--- src/rtl/fetch_queue_if.sv ---
// Fetch-stage bus bundle: instruction-memory request/response channel plus
// the decode-side valid/ready handshake. The master modport is the fetch
// stage; the slave modport is its environment (memory + decode).
interface fetch_queue_if #(
  parameter int ADDR_W  = 32,
  parameter int INSTR_W = 32
);
  logic               mem_req_valid;
  logic               mem_req_ready;
  logic [ADDR_W-1:0]  mem_req_addr;
  logic               mem_rsp_valid;
  logic [INSTR_W-1:0] mem_rsp_data;
  logic               id_valid;
  logic               id_ready;
  logic [ADDR_W-1:0]  id_pc;
  logic [INSTR_W-1:0] id_instr;

  modport master (
    output mem_req_valid, mem_req_addr, id_valid, id_pc, id_instr,
    input  mem_req_ready, mem_rsp_valid, mem_rsp_data, id_ready
  );

  modport slave (
    input  mem_req_valid, mem_req_addr, id_valid, id_pc, id_instr,
    output mem_req_ready, mem_rsp_valid, mem_rsp_data, id_ready
  );
endinterface

--- src/rtl/fetch_queue.sv ---
// Instruction fetch stage: owns the fetch PC, issues sequential word
// requests to an in-order variable-latency memory, buffers returned
// instructions with their PCs in a DEPTH-entry prefetch queue for decode,
// and flushes/squashes on redirects from decode.
// Optional build macro FETCH_PERF_CNT_EN adds saturating perf counters
// perf_redirects and perf_stall_cycles.
module fetch_queue #(
  parameter int                 ADDR_W   = 32,
  parameter int                 INSTR_W  = 32,
  parameter int                 DEPTH    = 4,
  parameter int                 MAX_OUT  = 4,
  parameter logic [ADDR_W-1:0]  RESET_PC = '0
) (
  input  logic              clk,
  input  logic              rst_n,
  input  logic              halt,
  input  logic              redirect,
  input  logic [ADDR_W-1:0] redirect_pc,
  fetch_queue_if.master     bus
`ifdef FETCH_PERF_CNT_EN
  ,
  output logic [31:0]       perf_redirects,
  output logic [31:0]       perf_stall_cycles
`endif
);

  localparam int PTR_W = $clog2(DEPTH);
  localparam int CNT_W = $clog2(DEPTH + 1);
  localparam int OUT_W = $clog2(MAX_OUT + 1);
  localparam logic [ADDR_W-1:0] BOOT_PC = {RESET_PC[ADDR_W-1:2], 2'b00};
  localparam logic [ADDR_W-1:0] WORD    = ADDR_W'(4);

  typedef enum logic [1:0] {BOOT, RUN, HALTED} state_t;

  state_t             state, state_nxt;
  logic [ADDR_W-1:0]  fetch_pc;
  logic [ADDR_W-1:0]  rsp_pc;        // PC of the next non-squashed response
  logic [OUT_W-1:0]   outstanding, outstanding_nxt;
  logic [OUT_W-1:0]   squash;        // stale responses still to be dropped
  logic [CNT_W-1:0]   count;
  logic [PTR_W-1:0]   rd_ptr, wr_ptr;
  logic [ADDR_W-1:0]  pc_mem    [DEPTH];
  logic [INSTR_W-1:0] instr_mem [DEPTH];

  logic              req_valid, credit_ok, credit_blocked;
  logic              hs, pop, push, rsp;
  logic [CNT_W:0]    in_flight;
  logic [ADDR_W-1:0] redirect_al;

  assign redirect_al = {redirect_pc[ADDR_W-1:2], 2'b00};
  assign rsp         = bus.mem_rsp_valid;
  // Credit rule: every queued or in-flight instruction owns a queue slot.
  assign in_flight   = {1'b0, count} + (CNT_W+1)'(outstanding);
  assign credit_ok   = (outstanding < OUT_W'(MAX_OUT)) &&
                       (in_flight < (CNT_W+1)'(DEPTH));

  // FSM next state and request decision.
  always_comb begin
    // NOTE: every always_comb output gets a default first so no path leaves
    // it unassigned, which would otherwise infer a latch.
    state_nxt      = state;
    req_valid      = 1'b0;
    credit_blocked = 1'b0;
    case (state)
      BOOT:   state_nxt = RUN;
      RUN: begin
        if (halt) begin
          state_nxt = HALTED;
        end else if (!redirect) begin
          req_valid      = credit_ok;
          credit_blocked = !credit_ok;
        end
      end
      HALTED: if (!halt) state_nxt = RUN;
      default: state_nxt = BOOT;
    endcase
  end

  assign hs   = req_valid && bus.mem_req_ready;
  assign pop  = bus.id_valid && bus.id_ready;
  // A response in a redirect cycle belongs to the old stream and is dropped.
  assign push = rsp && (squash == '0) && !redirect;

  // Outstanding-request count after this cycle's handshake and response.
  always_comb begin
    outstanding_nxt = outstanding;
    case ({hs, rsp})
      2'b10:   outstanding_nxt = outstanding + OUT_W'(1);
      2'b01:   outstanding_nxt = outstanding - OUT_W'(1);
      default: outstanding_nxt = outstanding;
    endcase
  end

  // FSM state register.
  always_ff @(posedge clk or negedge rst_n) begin
    // NOTE: sequential state uses non-blocking assignments so every register
    // samples pre-edge values regardless of block ordering.
    if (!rst_n) state <= BOOT;
    else        state <= state_nxt;
  end

  // Fetch PC, response PC tracker, outstanding and squash counters.
  always_ff @(posedge clk or negedge rst_n) begin
    if (!rst_n) begin
      fetch_pc    <= BOOT_PC;
      rsp_pc      <= BOOT_PC;
      outstanding <= '0;
      squash      <= '0;
    end else begin
      outstanding <= outstanding_nxt;
      if (redirect) begin
        fetch_pc <= redirect_al;
        rsp_pc   <= redirect_al;
        // Everything still in flight after this cycle belongs to the old stream.
        squash   <= outstanding_nxt;
      end else begin
        if (hs)                     fetch_pc <= fetch_pc + WORD;
        if (push)                   rsp_pc   <= rsp_pc + WORD;
        if (rsp && squash != '0)    squash   <= squash - OUT_W'(1);
      end
    end
  end

  // Prefetch queue pointers and occupancy; a redirect empties the queue.
  always_ff @(posedge clk or negedge rst_n) begin
    if (!rst_n) begin
      rd_ptr <= '0;
      wr_ptr <= '0;
      count  <= '0;
    end else if (redirect) begin
      rd_ptr <= '0;
      wr_ptr <= '0;
      count  <= '0;
    end else begin
      if (push) wr_ptr <= wr_ptr + PTR_W'(1);
      if (pop)  rd_ptr <= rd_ptr + PTR_W'(1);
      if (push && !pop)      count <= count + CNT_W'(1);
      else if (pop && !push) count <= count - CNT_W'(1);
    end
  end

  // Prefetch queue storage.
  // NOTE: storage is deliberately not reset; occupancy is tracked by count,
  // and the outputs are gated so unwritten entries are never visible.
  always_ff @(posedge clk) begin
    if (push) begin
      pc_mem[wr_ptr]    <= rsp_pc;
      instr_mem[wr_ptr] <= bus.mem_rsp_data;
    end
  end

  assign bus.mem_req_valid = req_valid;
  assign bus.mem_req_addr  = fetch_pc;
  assign bus.id_valid      = (count != '0);
  assign bus.id_pc         = bus.id_valid ? pc_mem[rd_ptr]    : '0;
  assign bus.id_instr      = bus.id_valid ? instr_mem[rd_ptr] : '0;

`ifdef FETCH_PERF_CNT_EN
  // Saturating counters for redirects and issue stalls.
  always_ff @(posedge clk or negedge rst_n) begin
    if (!rst_n) begin
      perf_redirects    <= '0;
      perf_stall_cycles <= '0;
    end else begin
      if (redirect && perf_redirects != '1)
        perf_redirects <= perf_redirects + 32'd1;
      if (((state == RUN) && req_valid && !bus.mem_req_ready) || credit_blocked)
        if (perf_stall_cycles != '1)
          perf_stall_cycles <= perf_stall_cycles + 32'd1;
    end
  end
`endif

endmodule

--- src/flat_wrapper.sv ---
// flat-port wrapper written by rule: the top's interface ports become plain ports
module fetch_queue_flat 
#(
  parameter int                 ADDR_W   = 32,
  parameter int                 INSTR_W  = 32,
  parameter int                 DEPTH    = 4,
  parameter int                 MAX_OUT  = 4,
  parameter logic [ADDR_W-1:0]  RESET_PC = '0
)
  (clk, rst_n, halt, redirect, redirect_pc, bus_mem_req_valid, bus_mem_req_addr, bus_id_valid, bus_id_pc, bus_id_instr, bus_mem_req_ready, bus_mem_rsp_valid, bus_mem_rsp_data, bus_id_ready);
  fetch_queue_if #(.ADDR_W(ADDR_W), .INSTR_W(INSTR_W)) bus_i ();
  input  logic clk;
  input  logic rst_n;
  input  logic halt;
  input  logic redirect;
  input  logic [ADDR_W-1:0] redirect_pc;
  output wire logic [$bits(bus_i.mem_req_valid)-1:0] bus_mem_req_valid;
  output wire logic [$bits(bus_i.mem_req_addr)-1:0] bus_mem_req_addr;
  output wire logic [$bits(bus_i.id_valid)-1:0] bus_id_valid;
  output wire logic [$bits(bus_i.id_pc)-1:0] bus_id_pc;
  output wire logic [$bits(bus_i.id_instr)-1:0] bus_id_instr;
  input wire logic [$bits(bus_i.mem_req_ready)-1:0] bus_mem_req_ready;
  input wire logic [$bits(bus_i.mem_rsp_valid)-1:0] bus_mem_rsp_valid;
  input wire logic [$bits(bus_i.mem_rsp_data)-1:0] bus_mem_rsp_data;
  input wire logic [$bits(bus_i.id_ready)-1:0] bus_id_ready;
  assign bus_mem_req_valid = bus_i.mem_req_valid;
  assign bus_mem_req_addr = bus_i.mem_req_addr;
  assign bus_id_valid = bus_i.id_valid;
  assign bus_id_pc = bus_i.id_pc;
  assign bus_id_instr = bus_i.id_instr;
  assign bus_i.mem_req_ready = bus_mem_req_ready;
  assign bus_i.mem_rsp_valid = bus_mem_rsp_valid;
  assign bus_i.mem_rsp_data = bus_mem_rsp_data;
  assign bus_i.id_ready = bus_id_ready;
  fetch_queue #(.ADDR_W(ADDR_W), .INSTR_W(INSTR_W), .DEPTH(DEPTH), .MAX_OUT(MAX_OUT), .RESET_PC(RESET_PC)) u_core (.clk(clk), .rst_n(rst_n), .halt(halt), .redirect(redirect), .redirect_pc(redirect_pc), .bus(bus_i));
endmodule
--- config.mk ---
export PLATFORM = sky130hd
export DESIGN_NAME = fetch_queue_flat
export DESIGN_NICKNAME = d
export VERILOG_FILES = /design/src/rtl/fetch_queue_if.sv /design/src/rtl/fetch_queue.sv /design/src/flat_wrapper.sv
export SDC_FILE = /design/constraint.sdc
export NUM_CORES = 1
export LEC_CHECK = 0
export ABC_AREA = 0
export BUFFER_PORTS_ARGS = -buffer_cell sky130_fd_sc_hd__buf_2
export CELL_PAD_IN_SITES_DETAIL_PLACEMENT = 1
export CELL_PAD_IN_SITES_GLOBAL_PLACEMENT = 2
export CORE_UTILIZATION = 40
export CTS_CLUSTER_SIZE = 28
export DETAILED_ROUTE_END_ITERATION = 10
export GPL_ROUTABILITY_DRIVEN = 0
export PLACE_DENSITY = 0.86
export SYNTH_ARGS = -nofsm -noshare
export SYNTH_HDL_FRONTEND = slang
export SYNTH_SLANG_ARGS = --single-unit
--- constraint.sdc ---
create_clock -name clk -period 4.3 [get_ports clk]
set_input_delay 0.215 -clock clk [delete_from_list [all_inputs] [get_ports clk]]
set_output_delay 0.215 -clock clk [all_outputs]
set_load 0.005 [all_outputs]
==> results of run 1 <==
-- placed cells by master, fill, tap and decap left out, types with 7 or more instances in the layout --
cell | synthesis | layout
nand2_1 | 34 | 34
ha_1 | 11 | 11
mux4_2 | 62 | 62
dlygate4sd3_1 | 0 | 53
buf_2 | 8 | 162
o21ai_0 | 8 | 8
and2_1 | 63 | 63
and4_1 | 7 | 7
nand3_1 | 17 | 17
a21boi_0 | 8 | 8
dfrtp_1 | 75 | 73
nor3_1 | 13 | 13
inv_1 | 19 | 18
nand2b_1 | 7 | 7
xnor2_1 | 33 | 33
nand4_1 | 18 | 18
nor2_1 | 37 | 37
edfxtp_1 | 248 | 248
clkbuf_16 | 0 | 37
buf_4 | 4 | 7
xor2_1 | 27 | 27
nor4_1 | 9 | 9
mux2_2 | 22 | 22
and3_1 | 17 | 13
a21oi_1 | 14 | 14
-- cell type report --
cell class              count  area share, %
clock buffers              45          5.983
clock inverters            16         0.8111
inverters                  19         0.4242
multi-input cells         462          25.18
flip-flops and latches    323          55.50
well taps                 448          3.334
repair buffers            226          8.766
-- worst max-delay path, delay by kind of cell (launching register included) --
| kind | cells | cell delay (ns) |
|---|---|---|
| flip-flops | 1 | 0.90 |
| buffers and inverters | 2 | 0.47 |
| AND/OR/NAND/NOR | 1 | 0.19 |
| multiplexers | 1 | 0.54 |
-- layer usage --
metal  part of all wire, %  global-route usage (%)
met1                    45                   24.16
met2                    49                   30.38
met3                   3.8                   2.639
met4                   1.9                   4.690
met5                     0                       0
-- sequential cells by signal, summed over array words and instances, names as in the netlist --
register and cells:
u_core.squash 3, u_core.wr_ptr 2, u_core.pc_mem 120, u_core.rsp_pc 30, u_core.state 2, u_core.count 3, u_core.rd_ptr 2, u_core.outstanding 3
u_core.bus.mem_req_addr 30, u_core.instr_mem 128
-- cell families after synthesis --
| group | share of synthesized area (%) |
|---|---|
| compound gates | 2.377 |
| xor+xnor | 3.811 |
| fa+ha+maj | 1.288 |
| buf+inv | 1.923 |
| flops | 67.61 |
| mux | 12.32 |
| other cells | 0.02719 |
| simple gates | 10.64 |
-- final timing paths --
| check | from | endpoint | slack [ns] | cells past startpoint |
|---|---|---|---|---|
| min | redirect_pc[28] | u_core.rsp_pc[28] | 0.006 | 3 |
| max reg2reg | u_core.squash[0] | u_core.rsp_pc[29] | 1.55 | 7 |
| max | u_core.rd_ptr[0] | bus_id_instr[31] | 1.45 | 4 |
| min reg2reg | u_core.outstanding[0] | u_core.outstanding[0] | 0.52 | 1 |
| max in group asynchronous | rst_n | u_core.rd_ptr[1] | 3.15 | 3 |
| min in group asynchronous | rst_n | u_core.bus.mem_req_addr[22] | 0.30 | 2 |
-- power by group --
part	switching (W)	internal, W	total (W)	leakage [nW]
clock	0.00118	0.00177	0.00295	0.558
sequential	0.000317	0.00358	0.00390	3.10
combinational	0.000841	0.000998	0.00184	2.41
-- per-stage QoR --
stage               hold slack (ns)  util [%]  area, µm²  total power (W)
finish                     0.005771     49.89      16810         0.008682
global route               0.007301     49.89      16810         0.009109
CTS                       0.0007997     49.89      16810         0.008821
detailed placement           0.3349     44.93      15140         0.005812
global placement             0.3323     44.93      15140         0.005759
floorplan                  -0.08059         -      13800         0.005070
==> results by group, run 1 <==
Setup path
  – CP Class: flip-flop to output pin
  – Worst path max stage delay: 0.90 ns
  – Critical Path Sink Type: output pin
  – Crit path max fanout: 34
  – Critical Path AT: 2.63 ns
  – CP Data Required Time: 4.09 ns
  – CP Launch Type: flip-flop
  – Slowest library cell on the worst path: dfrtp_4
  – Worst-path cell chain: buf_12, mux4_2, and2_1, buf_2

Clocking
  – Clock sinks: 323
  – Post-cts hold buffer count: 53
  – Postcts setup bufs: 0
  – Root buffer cell: clkbuf_16
  – CTS max path bufs: 3
  – H-tree depth: 2
  – CTS tree: done
  – Total CTS buffers: 35
  – Clk pin slew, worst setup/hold paths: 0.06 ns
  – Clk_lat worst skew: 0.51 ns
  – Post-CTS sizing: 0

Yosys
  – Mapped Cells: 842
  – Post-synth EDFFs: 248
  – Synth top area cells: edfxtp_1 (54%), dfrtp_1 (14%), mux4_2 (10%)
  – Seq/Total Area, Yosys: 67.61%
  – Largest area contributor in the netlist: edfxtp_1
  – Synth top area share: 54.00%
  – Async S/R FF share, synth: 23.22%
  – Ys Warns: 0
  – FF+latch count, synth: 323
  – Synthesized area per cell: 16.38 µm²
  – Most frequent cell after synthesis: edfxtp_1
  – Synth cell types: 57
  – Post-synth top cells: edfxtp_1 (248), dfrtp_1 (75), and2_1 (63)
  – Prevailing post-synth register cell: edfxtp_1
  – Syn Std Cell Area: 0.01379 mm²

Timing
  – Minimum clock period: 2.847 ns
  – Relative slew slack: 34.75%
  – Worst-margin pin slew: 0.9788 ns
  – RSZ-0062 raised after global routing: no
  – Final setup fails: 0
  – Final Cycle Share: 66.20%
  – Setup_tns: 0 ns
  – Achievable clock frequency: 351.3 MHz
  – Slew Viols, Final: 0
  – Fin worst setup slack: 1.454 ns
  – Clk_skew: 0.01359 ns
  – Final hold vios: 0

Cells and area
  – Layout cells sized above 1: 30.52%
  – Final cell count without fillers: 1539
  – Fill count: 3309
  – Layout Area Growth over Synthesis: 21.92%
  – # nets final: 1151
  – Register Area: 0.009331 mm²
  – Antenna cells: 0
  – Area occupied by multi-input gates: 0.004234 mm²

Floorplan
  – # rows: 67
  – Die height: 187.7 µm
  – Ports: 169
  – Full die area: 0.03522 mm²
  – Core area: 0.03370 mm²
  – Initial Util: 40.92%
  – Die Span X: 187.7 µm

Detailed routing
  – Post-DRT Antenna Nets: 0
  – Initial drt markers: 338
  – Final wirelength: 30.83 mm
  – Post-DR wirelength/cell: 20.03 µm
  – Vias: 7991
  – Drt first pass iters: 4
  – Post-route DRC violation count: 0
  – Vias/cell: 5.192

Job
  – Max-Cap Viols: 0

Global route
  – Vias in the first global route: 8767
  – Largest net degree at the start of global routing: 65
  – Gr usage total: 17.92%
  – Initial antenna violation count: 0
  – First-pass GRT wire length: 49.16 mm
  – Remaining Overflow, GRT: 0

Placed design
  – Hpwl dp: 19.24 mm
  – Placement Setup Slack: 1.619 ns
  – Port-buffer cells: 162
  – Cell Count Post-Placement: 1425

Run status
  – Status: completed

Min path
  – Hold Crit Class: primary input to flip-flop

Pwr
  – Pwr dens: 516.4 mW/mm²
  – P_leak: 6.071 nW
  – Worst IR Drop VDD: 254.1 µV
No activity file was read; power rests on OpenSTA's default activity.
==> inputs of run 2 (changes only) <==
--- a/config.mk
+++ b/config.mk
@@ -9,11 +9,11 @@
 export BUFFER_PORTS_ARGS = -buffer_cell sky130_fd_sc_hd__buf_2
 export CELL_PAD_IN_SITES_DETAIL_PLACEMENT = 1
 export CELL_PAD_IN_SITES_GLOBAL_PLACEMENT = 2
-export CORE_UTILIZATION = 40
+export CORE_UTILIZATION = 38
 export CTS_CLUSTER_SIZE = 28
 export DETAILED_ROUTE_END_ITERATION = 10
 export GPL_ROUTABILITY_DRIVEN = 0
-export PLACE_DENSITY = 0.86
+export PLACE_DENSITY = 0.85
 export SYNTH_ARGS = -nofsm -noshare
 export SYNTH_HDL_FRONTEND = slang
 export SYNTH_SLANG_ARGS = --single-unit
==> constraint.sdc (replaced) <==
create_clock -name clk -period 2.6 [get_ports clk]
set_input_delay 0.13 -clock clk [delete_from_list [all_inputs] [get_ports clk]]
set_output_delay 0.13 -clock clk [all_outputs]
set_load 0.005 [all_outputs]
==> results by group, run 2 (same netlist as run 1, synthesis figures left out) <==
Cells and area
  – Commonest non-fill, non-tap cell in the layout: edfxtp_1
  – Biggest register: u_core.instr_mem
  – Max reg flops: 128 (unchanged)
  – Layout Area Growth over Synthesis: 23.70%
  – Layout cells sized above 1: 31.11% (+0.58 points)
  – Commonest cells after routing, fill and taps aside: edfxtp_1 (248), buf_2 (162), dfrtp_1 (73)
  – # nets final: 1182 (+2.7%)
  – Antenna cells: 0 (unchanged)
  – Top Registers: u_core.instr_mem (128), u_core.pc_mem (120)

Timing
  – Relative slew slack: 37.76% (+3.0 points)
  – Slew Viols, Final: 0 (unchanged)
  – Worst-margin pin slew: 0.9336 ns (-0.04521 ns)
  – Minimum clock period: 2.476 ns
  – Clk_skew: 0.01794 ns (+0.004347 ns)
  – Achievable clock frequency: 403.9 MHz
  – RSZ-0062 raised after global routing: no
  – Final setup fails: 0 (unchanged)
  – Setup_tns: 0 ns (unchanged)
  – Fin worst setup slack: 0.1241 ns (-1.329 ns)
  – Final hold vios: 0 (unchanged)
  – Final Cycle Share: 95.23%

Floorplan
  – # rows: 69 (+3.0%)
  – Full die area: 0.03706 mm² (+5.2%)
  – Die height: 192.5 µm (+2.6%)
  – Die Span X: 192.5 µm (+2.6%)
  – Core area: 0.03566 mm² (+5.8%)
  – Initial Util: 38.68% (-2.2 points)
  – Ports: 169 (unchanged)

Pwr
  – Pwr dens: 845.9 mW/mm² (+64%)
  – P_leak: 6.219 nW (+2.4%)
  – Worst IR Drop VDD: 434.5 µV (+71%)

Global route
  – Remaining Overflow, GRT: 0 (unchanged)
  – Gr usage total: 17.35% (-0.57 points)
  – First-pass GRT wire length: 49.05 mm (-0.24%)
  – Initial antenna violation count: 0 (unchanged)
  – Vias in the first global route: 8637 (-1.5%)
  – Largest net degree at the start of global routing: 63 (-3.1%)

Detailed routing
  – Post-DR wirelength/cell: 19.89 µm (-0.73%)
  – Vias/cell: 5.157 (-0.69%)
  – Post-route DRC violation count: 26 (+26)
  – Initial drt markers: 350 (+3.6%)
  – Drt first pass iters: 7 (+3)
  – Post-DRT Antenna Nets: 0 (unchanged)
  – Vias: 8163 (+2.2%)
  – Final wirelength: 31.48 mm (+2.1%)

Run status
  – Status: complete, but fails checks
  – Violated checks: DRC

Setup path
  – Critical Path AT: 2.35 ns (-0.28 ns)
  – Critical Path Sink Type: output pin
  – Crit path max fanout: 39 (+15%)
  – CP Data Required Time: 2.47 ns (-1.62 ns)
  – CP Class: flip-flop to output pin
  – CP Launch Type: flip-flop
  – R2R setup slack: 0.21 ns (-1.34 ns)

Clocking
  – Root buffer cell: clkbuf_16
  – Clk_lat worst skew: 0.51 ns (about the same)
  – CTS tree: done
  – Clk pin slew, worst setup/hold paths: 0.06 ns (about the same)
  – Clock sinks: 323 (unchanged)
  – H-tree depth: 2 (unchanged)
  – CTS max path bufs: 3 (unchanged)
  – Total CTS buffers: 35 (unchanged)

Placed design
  – Port-buffer cells: 162 (unchanged)
  – Placement Setup Slack: 0.2012 ns (-1.418 ns)
  – Hpwl dp: 20.27 mm (+5.3%)

Min path
  – Hold Crit Class: primary input to flip-flop

Job
  – Max-Cap Viols: 0 (unchanged)
==> run 2: changes by cell type in the layout (fill, tap and decap cells not counted), moves of 4 or more <==
| cell | change |
|---|---|
| and3_4 | -4 |
| dlygate4sd3_1 | +7 |
| buf_12 | +5 |
| buf_4 | +19 |
| clkbuf_1 | +7 |
| and3_2 | +4 |
==> run 2: per-stage QoR <==
stage | std cells | power [W] | util (%) | area, µm² | hold WS (ns)
floorplan | 845 | 0.008381 | - | 13810 | -0.1656
global placement | 1451 | 0.009670 | 42.91 | 15300 | 0.3254
detailed placement | 1451 | 0.009773 | 42.91 | 15300 | 0.3285
CTS | 1572 | 0.01456 | 47.61 | 16980 | 0.01029
global route | 1583 | 0.01519 | 47.84 | 17060 | 0.04088
finish | 1583 | 0.01443 | 47.84 | 17060 | 0.03515
==> run 2: area by class of cell <==
| type | count | area (µm²) |
|---|---|---|
| Timing Repair Buffer | 257 | 1787 |
| Tap cell | 461 | 576.8 |
| Clock inverter | 12 | 85.08 |
| Clock buffer | 49 | 991.0 |
| Multi-Input combinational cell | 462 | 4219 |
| Sequential cell | 323 | 9329 |
| Fill cell | 3491 | 18600 |
| Inverter | 19 | 71.32 |
==> run 2: final timing paths <==
path                                        from                           to  depth (start not counted)
min in group asynchronous                  rst_n  u_core.bus.mem_req_addr[28]                          2
setup / recovery                 u_core.count[0]              bus_id_instr[5]                          4
max in group asynchronous                  rst_n   u_core.bus.mem_req_addr[8]                          3
hold / removal                   redirect_pc[20]  u_core.bus.mem_req_addr[20]                          3
setup reg to reg                 u_core.count[1]             u_core.squash[2]                         11
hold reg to reg            u_core.outstanding[0]        u_core.outstanding[0]                          1
==> run 2: critical path, cell delays in order (launching register included) <==
cell and delay, ns:
dfrtp_1 0.44, or3_2 0.78, buf_12 0.29, and2_1 0.18
buf_2 0.14
==> run 2: routing by layer <==
metal  global-route usage [%]  share of wire, %  vias to the layer above
li1                         -                 -                     3713
met1                    22.89                43                     4211
met2                    29.68                49                      200
met3                    2.982               5.5                       39
met4                    4.300               1.7                        0
met5                        0                 0                        -
==> run 2: report_power, final <==
group	internal, W	switching (W)
clock network	0.00276	0.00192
registers	0.00593	0.000352
logic	0.00185	0.00162
==> run 2: repair_timing <==
action	CTS	global route
hold buffers	60	0
resized for setup	0	0
endpoints found under the hold margin	209	0
buffers inserted	0	11
setup endpoints to repair	0	2
==> inputs of run 3 (changes only) <==
==> constraint.sdc (replaced) <==
create_clock -name clk -period 2.2 [get_ports clk]
set_input_delay 0.11 -clock clk [delete_from_list [all_inputs] [get_ports clk]]
set_output_delay 0.11 -clock clk [all_outputs]
set_load 0.005 [all_outputs]
==> results by group, run 3 (same netlist as run 1, synthesis figures left out) <==
Pwr
  – Pwr Total: 0.01966 W (+36%)
  – Worst IR Drop VDD: 503.0 µV (+16%)
  – P_leak: 6.751 nW (+8.6%)
  – Pwr dens: 1064 mW/mm² (+26%)

Cells and area
  – Final instance area: 0.01847 mm² (+8.3%)
  – Biggest register: u_core.instr_mem
  – Commonest cells after routing, fill and taps aside: edfxtp_1 (248), buf_2 (108), dfrtp_1 (72)
  – Commonest non-fill, non-tap cell in the layout: edfxtp_1
  – Final cell count without fillers: 1632 (+3.1%)
  – Layout Area Growth over Synthesis: 33.91%
  – Antenna cells: 0 (unchanged)
  – Layout cells sized above 1: 40.65% (+9.5 points)
  – Top Registers: u_core.instr_mem (128), u_core.pc_mem (120)
  – Max reg flops: 128 (unchanged)
  – # nets final: 1231 (+4.1%)

Detailed routing
  – Initial drt markers: 368 (+5.1%)
  – Post-DR wirelength/cell: 21.46 µm (+7.9%)
  – Drt first pass iters: 8 (+1)
  – Routed length on met1: 15.32 mm (+12%)
  – Vias/cell: 5.156 (about the same)
  – Routed wl met3: 1.666 mm (-4.4%)
  – Final wirelength: 35.02 mm (+11%)
  – Vias: 8414 (+3.1%)
  – Post-DRT Antenna Nets: 0 (unchanged)
  – Met2 WL: 17.49 mm (+12%)
  – Max layer used: met4
  – Post-route DRC violation count: 26 (unchanged)

Setup path
  – CP Data Required Time: 2.09 ns (-0.38 ns)
  – Worst path max stage delay: 0.56 ns (-0.22 ns)
  – CP Class: flip-flop to output pin
  – Critical Path Sink Type: output pin
  – Reg2reg end: u_core.squash[2]
  – Crit path max fanout: 8 (-79%)
  – R2R setup slack: -0.02 ns (-0.23 ns)
  – Critical Path AT: 2.19 ns (-0.16 ns)
  – Slowest library cell on the worst path: dfrtp_4
  – FF-to-FF path depth: 11 (unchanged)
  – CP Launch Type: flip-flop
  – Worst r2r src: u_core.outstanding[2]
  – Worst-path cell chain: buf_12, buf_16, mux4_2, and2_4, buf_6

Floorplan
  – Die Span X: 192.5 µm (unchanged)
  – Die height: 192.5 µm (unchanged)
  – Ports: 169 (unchanged)
  – Initial Util: 38.68% (unchanged)
  – Full die area: 0.03706 mm² (unchanged)
  – # rows: 69 (unchanged)
  – Core area: 0.03566 mm² (unchanged)

Clocking
  – Clk_lat worst skew: 0.50 ns (about the same)
  – Clk pin slew, worst setup/hold paths: 0.06 ns (about the same)
  – H-tree depth: 2 (unchanged)
  – Root buffer cell: clkbuf_16
  – CTS max path bufs: 3 (unchanged)
  – Total CTS buffers: 36 (+2.9%)
  – Clock sinks: 323 (unchanged)
  – CTS tree: done

Global route
  – First-pass GRT wire length: 52.08 mm (+6.2%)
  – Vias in the first global route: 8982 (+4.0%)
  – Gr usage total: 18.76% (+1.4 points)
  – Largest net degree at the start of global routing: 55 (-13%)
  – Remaining Overflow, GRT: 0 (unchanged)
  – Initial antenna violation count: 0 (unchanged)

Min path
  – Hold endpoint: u_core.bus.mem_req_addr[16]
  – Hold_sp: redirect_pc[16]
  – Hold Path Depth: 3 (unchanged)
  – Hold Crit Class: primary input to flip-flop

Job
  – Max-Cap Viols: 0 (unchanged)

Timing
  – RSZ-0062 raised after global routing: yes
  – Final hold vios: 0 (unchanged)
  – Slew Viols, Final: 0 (unchanged)
  – Minimum clock period: 2.297 ns
  – Fin worst setup slack: -0.09664 ns (-0.2208 ns)
  – Relative slew slack: 58.14% (+20 points)
  – Final setup fails: 56 (+56)
  – Clk_skew: 0.01093 ns (-0.007009 ns)
  – Worst-margin pin slew: 0.6279 ns (-0.3057 ns)
  – Setup_tns: -2.423 ns (-2.423 ns)
  – Final Cycle Share: 104.4%
  – Achievable clock frequency: 435.4 MHz

Run status
  – Status: complete, but fails checks
  – Violated checks: DRC, setup timing

Placed design
  – Port-buffer cells: 162 (unchanged)
  – Hpwl dp: 22.08 mm (+9.0%)
  – Post-placement cell area: 0.01572 mm² (+2.7%)
  – Cell Count Post-Placement: 1486 (+2.4%)
run 3: cell types whose count changed in the layout (fill, tap and decap cells not counted), sizes merged:
cell      before  now
inv           20   19
clkinvlp       0    3
clkinv        10    7
buf          197  241
bufinv         1    4
clkbuf        49   52
run 3: metrics by stage:
step / worst slack (ns) / hold WS [ns] / util [%]
finish: -0.09664 / 0.02119 / 51.79
global placement: 0.001956 / 0.1350 / 44.07
detailed placement: -0.05132 / 0.1534 / 44.07
floorplan: -0.04095 / -0.1856 / -
global route: -0.2123 / 0.02080 / 51.79
CTS: -0.06431 / 0.002562 / 50.14
run 3: worst max-delay path, delay by kind of cell (launching register included):
kind,cells,cell delay [ns]
AND/OR/NAND/NOR,1,0.17
buffers and inverters,3,0.44
multiplexers,1,0.51
flip-flops,1,0.56
run 3: routing by layer:
metal  up-vias  GRT usage (%)
met5         -              0
met4         0          4.088
met3        36          3.019
met2       206          32.60
met1      4352          24.65
li1       3820              -
run 3: area by class of cell:
cell class,count,area (µm²)
Clock inverter,14,177.7
Timing Repair Buffer,305,2804
Tap cell,461,576.8
Clock buffer,48,1002
Multi-Input combinational cell,462,4506
Sequential cell,323,9330
Inverter,19,71.32
Fill cell,3400,17190
run 3: what timing repair did:
| action | 4_1_cts | 5_1_grt |
|---|---|---|
| cloned | 4 | 4 |
| setup endpoints to repair | 67 | 134 |
| hold buffers | 60 | 0 |
| endpoints found under the hold margin | 195 | 0 |
| gates resized for setup | 48 | 100 |
| setup buffers | 9 | 9 |
| pin swaps | 32 | 16 |
run 3: worst max path at each step:
stage                          startpoint                           to  slack (ns)  cells past startpoint
finish                   u_core.rd_ptr[0]             bus_id_instr[29]        -0.1                      5
global route        u_core.outstanding[2]             u_core.squash[2]       -0.21                     11
CTS                      u_core.rd_ptr[0]              bus_id_instr[0]       -0.06                      4
global placement    u_core.outstanding[2]  u_core.bus.mem_req_addr[19]       0.002                      7
detailed placement  u_core.outstanding[2]  u_core.bus.mem_req_addr[19]       -0.05                      7
floorplan           u_core.outstanding[2]             u_core.squash[2]       -0.04                     12
run 3: report_power, final:
group	switching (W)	internal, W	total, W
logic	0.00259	0.00373	0.00632
clock network	0.00230	0.00367	0.00596
registers	0.000371	0.00700	0.00738
